--- src/rtl/wb_regfile_if.sv ---
// rtl/wb_regfile_if.sv - write-back, operand-read, debug and counter signals of wb_regfile
interface wb_regfile_if #(
    parameter int DATA_W = 32,
    parameter int CNT_W  = 32
);
    logic              reg_write_exwb;
    logic [4:0]        rd_exwb;
    logic [DATA_W-1:0] alu_result_exwb;
    logic [4:0]        rs1_id;
    logic [4:0]        rs2_id;
    logic [DATA_W-1:0] read_data1;
    logic [DATA_W-1:0] read_data2;
    logic [4:0]        dbg_addr;
    logic [DATA_W-1:0] dbg_data;
    logic [CNT_W-1:0]  wb_count;

    // Pipeline side: drives the write request and read indices
    modport master (
        output reg_write_exwb, rd_exwb, alu_result_exwb, rs1_id, rs2_id, dbg_addr,
        input  read_data1, read_data2, dbg_data, wb_count
    );

    // Register file side
    modport slave (
        input  reg_write_exwb, rd_exwb, alu_result_exwb, rs1_id, rs2_id, dbg_addr,
        output read_data1, read_data2, dbg_data, wb_count
    );
endinterface

--- src/rtl/wb_regfile.sv ---
// rtl/wb_regfile.sv - write-back stage and 32-entry register file; optional macro WB_REGFILE_BYPASS_EN adds write-through bypass on the operand reads
module wb_regfile #(
    parameter int DATA_W = 32,
    parameter int CNT_W  = 32
) (
    input  logic         clk,
    input  logic         reset,
    wb_regfile_if.slave  bus
);
    logic [DATA_W-1:0] regs [0:31];
    logic [CNT_W-1:0]  wb_count_q;
    logic              commit;

    // A write only counts as a commit when it targets x1..x31; reset gates it so
    // nothing (not even the bypass path) leaks a value while reset is held.
    assign commit = reset && bus.reg_write_exwb && (bus.rd_exwb != 5'd0);

    function automatic logic [DATA_W-1:0] stored(input logic [4:0] idx);
        stored = (idx == 5'd0) ? '0 : regs[idx];
    endfunction

    // Register storage: async clear, one commit per cycle, x0 never written
    always_ff @(posedge clk or negedge reset) begin
        if (!reset) begin
            for (int i = 0; i < 32; i++) begin
                regs[i] <= '0;
            end
        end else if (commit) begin
            regs[bus.rd_exwb] <= bus.alu_result_exwb;
        end
    end

    // Committed-write counter, wraps silently
    always_ff @(posedge clk or negedge reset) begin
        if (!reset) begin
            wb_count_q <= '0;
        end else if (commit) begin
            wb_count_q <= wb_count_q + CNT_W'(1);
        end
    end

    // Decode-stage operand reads, with same-cycle forwarding when enabled
    always_comb begin
        bus.read_data1 = stored(bus.rs1_id);
        bus.read_data2 = stored(bus.rs2_id);
`ifdef WB_REGFILE_BYPASS_EN
        if (commit && (bus.rd_exwb == bus.rs1_id)) begin
            bus.read_data1 = bus.alu_result_exwb;
        end
        if (commit && (bus.rd_exwb == bus.rs2_id)) begin
            bus.read_data2 = bus.alu_result_exwb;
        end
`endif
    end

    // Debug port always shows the architectural (committed) value
    assign bus.dbg_data = stored(bus.dbg_addr);
    assign bus.wb_count = wb_count_q;
endmodule

--- src/flat_wrapper.sv ---
// flat-port wrapper written by rule: the top's interface ports become plain ports
module wb_regfile_flat 
#(
    parameter int DATA_W = 32,
    parameter int CNT_W  = 32
)
  (clk, reset, bus_reg_write_exwb, bus_rd_exwb, bus_alu_result_exwb, bus_rs1_id, bus_rs2_id, bus_dbg_addr, bus_read_data1, bus_read_data2, bus_dbg_data, bus_wb_count);
  wb_regfile_if #(.DATA_W(DATA_W), .CNT_W(CNT_W)) bus_i ();
  input  logic clk;
  input  logic reset;
  input wire logic [$bits(bus_i.reg_write_exwb)-1:0] bus_reg_write_exwb;
  input wire logic [$bits(bus_i.rd_exwb)-1:0] bus_rd_exwb;
  input wire logic [$bits(bus_i.alu_result_exwb)-1:0] bus_alu_result_exwb;
  input wire logic [$bits(bus_i.rs1_id)-1:0] bus_rs1_id;
  input wire logic [$bits(bus_i.rs2_id)-1:0] bus_rs2_id;
  input wire logic [$bits(bus_i.dbg_addr)-1:0] bus_dbg_addr;
  output wire logic [$bits(bus_i.read_data1)-1:0] bus_read_data1;
  output wire logic [$bits(bus_i.read_data2)-1:0] bus_read_data2;
  output wire logic [$bits(bus_i.dbg_data)-1:0] bus_dbg_data;
  output wire logic [$bits(bus_i.wb_count)-1:0] bus_wb_count;
  assign bus_i.reg_write_exwb = bus_reg_write_exwb;
  assign bus_i.rd_exwb = bus_rd_exwb;
  assign bus_i.alu_result_exwb = bus_alu_result_exwb;
  assign bus_i.rs1_id = bus_rs1_id;
  assign bus_i.rs2_id = bus_rs2_id;
  assign bus_i.dbg_addr = bus_dbg_addr;
  assign bus_read_data1 = bus_i.read_data1;
  assign bus_read_data2 = bus_i.read_data2;
  assign bus_dbg_data = bus_i.dbg_data;
  assign bus_wb_count = bus_i.wb_count;
  wb_regfile #(.DATA_W(DATA_W), .CNT_W(CNT_W)) u_core (.clk(clk), .reset(reset), .bus(bus_i));
endmodule
--- config.mk ---
export PLATFORM = sky130hd
export DESIGN_NAME = wb_regfile_flat
export DESIGN_NICKNAME = d
export VERILOG_FILES = /design/src/rtl/wb_regfile_if.sv /design/src/rtl/wb_regfile.sv /design/src/flat_wrapper.sv
export SDC_FILE = /design/constraint.sdc
export NUM_CORES = 2
export LEC_CHECK = 0
export CORE_MARGIN = 2
export CORE_UTILIZATION = 59
export CTS_CLUSTER_DIAMETER = 150
export DETAILED_ROUTE_END_ITERATION = 10
export DONT_BUFFER_PORTS = 1
export MAX_ROUTING_LAYER = met4
export PLACE_DENSITY_LB_ADDON = 0.25
export SLEW_MARGIN = 10
export SYNTH_ARGS = -nofsm -noshare
export SYNTH_HDL_FRONTEND = slang
export SYNTH_SLANG_ARGS = --single-unit
--- constraint.sdc ---
create_clock -name clk -period 2.4 [get_ports clk]
set_clock_uncertainty 0.05 [all_clocks]
set_input_delay 0.48 -clock clk [delete_from_list [all_inputs] [get_ports clk]]
set_output_delay 0.48 -clock clk [all_outputs]
set_load 0.02 [all_outputs]
==> impl_results.md <==
- Status: complete, but fails checks
- Failing checks: hold timing, setup timing
- First-pass DRT Iterations: 6
- Worst-Margin Slew: 1.38 ns
- Final Hold Fails: 215
- RSZ-0062 raised after global routing: yes
- Final Instance Area: 0.0744 mm²
- Share of the synthesized area in the top cell type: 0.410
- Post-DP Area: 0.0673 mm²
- FF+latch area: 0.0264 mm²
- Starting DRC count in detailed routing: 5,400
- CP cell instances: mux4_2 > mux2i_1 > nor2_1 > a221oi_2 > buf_4 > a21oi_4 > buf_6
- Leakage: 31.4 nW
- Worst path top cell family by delay: multiplexers
- Max_cap viols: 0
- Data arrival, critical path: 2.49 ns
- Area of the multi-input gates: 0.0381 mm²
- Cell Area, Synth: 0.0644 mm²
- Synth async-reset ratio: 1.00
- Core area: 0.109 mm²
- Slowest cell on the critical path: mux4_2
- Power Dens Cells: 697 mW/mm²
- Area Growth Syn to Fin: 15.4%
- Starting Density: 0.594
- Ranking of synthesized cells by area: dfrtp_1 41%, mux4_2 27%, mux2_2 20%
- Post-synth EDFFs: 0
- Nets: 4,265
- Worst reg2reg path depth: 5
- Row count: 121
- FF-to-FF setup slack: 0.32 ns
- Fmax: 0.331 GHz
- Yosys cell types: 44
- Antenna violations before repair: 4
- Vias in the first global route: 44,700
- Max incr delay on CP: 0.47 ns
- Total number of vias: 43,800
- DRC: 0
- Ys flop type: dfrtp_1
- Gr ovfl total: 0
- Buffers added on ports: 0
- Relative slew slack: 0.0765
- Die width: 334 µm
- DP HPWL: 118,000 µm
- CP required: 1.87 ns
- Seq/Total Area, Yosys: 0.410
- Syn_nets: 4,318
- HP Class: in -> async
- Share of post-route cells with drive strength above 1: 0.636
- CTS H-Tree Depth: 3
- Crit path max fanout: 4
- Fillers: 7,055
- CTS root buf: clkbuf_16
- IO Pins: 183
- Worst IR Drop VDD: 716 µV
- All-Layer GR Usage: 0.390
- Maximum root-to-sink buffer count: 3
- Final wirelength: 212,000 µm
- Pwr Total: 0.0518 W
- Num Clock Sinks: 1,056
- Crit Path Category: reg -> out
- Largest net degree at the start of global routing: 1,059
- Fin Hold WS: -0.584 ns
- Routability congestion estimate: 0.857
- Final setup vio count: 96
- Mapped Cells: 4,262
- Reg2reg end: u_core.bus.wb_count[28]
- CTS buffer count: 114
- R2R Path Start: u_core.bus.wb_count[8]
- Synth area leader: dfrtp_1
- Syn Area/Cell: 15.1 µm²
- Antenna-violating nets left: 0
- Synth Register Bits: 1,056
- Buf/Inv on CP: 2
- Worst-path clk slew: 0.07 ns
- WL per Instance: 37.1 µm
- Clock latency on the worst-skew pair: 0.71 ns
- Worst setup slack after layout: -0.622 ns
- CTS tree: built
- Total of warnings raised by yosys: 0
- Sum of negative setup slack: -37.73 ns
- Die Area: 0.112 mm²
- Setup crit end kind: output pin
- Max-slew violation count: 0
- CP startpoint kind: flop
- Die height: 334 µm
- Post-DR vias/cell: 7.67
- Final Critical Period: 3.02 ns
- First-pass GRT wire length: 308,000 µm
- Part of the cycle the worst path needs: 1.26
logic make-up (layout without fill, tap and decap cells):
group,count (synthesis),in the layout,synth area share
AO/OA/AOI/OAI,387,387,0.0360
XOR/XNOR,31,31,0.00421
adder cells (fa/ha/maj),1,1,0.000194
buffers and inverters,505,537,0.0417
flip-flops,1056,1056,0.410
multiplexers,2049,2049,0.490
other,0,6,0
AND/OR/NAND/NOR,233,233,0.0179
worst max path at each step:
stage	start	end	cells after the start
after detailed placement	reset	u_core.regs[813]	5
after global routing	u_core.regs[430]	bus_read_data1[14]	7
after floorplan	bus_rs1_id[1]	bus_read_data1[23]	7
final	u_core.regs[270]	bus_read_data1[14]	7
after CTS	u_core.regs[270]	bus_read_data1[14]	7
after global placement	bus_rs1_id[1]	bus_read_data1[14]	7
routing by layer:
| layer | share of wire | track usage | vias up |
|---|---|---|---|
| met2 | 0.46 | 0.572 | 2892 |
| met5 | 0 | - | - |
| met1 | 0.37 | 0.519 | 23600 |
| li1 | - | - | 16800 |
| met3 | 0.12 | 0.107 | 590 |
| met4 | 0.050 | 0.163 | 0 |
flip-flops by register name, summed over array words and instances, names as in the netlist:
| signal | count |
|---|---|
| u_core.bus.wb_count | 32 |
| u_core.regs | 1024 |
cell usage after synthesis (all sizes together), types with 4 or more instances:
master  number
mux2      1160
clkbuf     176
o21ai       96
and3         5
nand4       12
nor2        60
inv          4
a22oi       71
nand3b       4
a221oi      25
nand2b       4
xor2        12
a21oi      123
nor3b        4
xnor2       19
mux2i      121
nor4         4
mux4       768
nor2b       13
buf        325
dfrtp     1056
nand3       13
and2         5
a31oi       71
nand2       97
nor3         6
worst reg2reg max path: stages, from the launching register on:
cell     delay, ns
dfrtp_1       0.49
nand3_1       0.25
nor4_2        0.42
nand4_1       0.33
nor3_1        0.30
xor2_1        0.17
report_power, final:
part           switching, W  internal [W]  total [W]
Sequential          0.00229        0.0201     0.0224
Combinational       0.00423       0.00672     0.0109
Clock               0.00755        0.0109     0.0185
Total                0.0141        0.0377     0.0518
layout by cell type, fill, tap and decap left out, types with 57 or more instances in the layout:
cell type  netlist  final
a21oi_1        123     80
clkbuf_16        0    125
dfrtp_1       1056   1051
mux2_4           0     60
a22oi_1         71     57
nand2_1         97     66
buf_4           48    150
mux2i_1        121    101
mux2_2        1144   1084
mux4_2         768    768
buf_12           0    100
final cells by class:
cell class                 count  share of cell area
multi-input combinational   2701               0.512
antenna                        6            0.000202
clock inverter                40             0.00697
timing repair buffer         332              0.0565
clock buffer                 161              0.0451
sequential                  1056               0.355
tap                         1414              0.0238
inverter                       4            0.000202
metrics by stage:
step	instances	hold WS, ns	utilization	setup WS, ns
2_1_floorplan	4262	0.134	-	-0.0237
6_report	5714	-0.584	0.685	-0.622
4_1_cts	5670	-0.547	0.676	-0.648
3_3_place_gp	5422	0.207	0.620	-0.475
5_1_grt	5712	-0.600	0.685	-0.680
3_5_place_dp	5422	0.209	0.620	-0.459
repair_timing:
| action | in CTS | in global routing |
|---|---|---|
| buffers inserted | 22 | 24 |
| gates resized for setup | 378 | 87 |
| endpoints found under the setup margin | 96 | 1120 |
| endpoints found under the hold margin | 2048 | 271 |
| gates cloned | 0 | 6 |
| pin swaps | 53 | 40 |
| hold buffers | 32 | 5 |
Power figures use the tool's default switching activity.
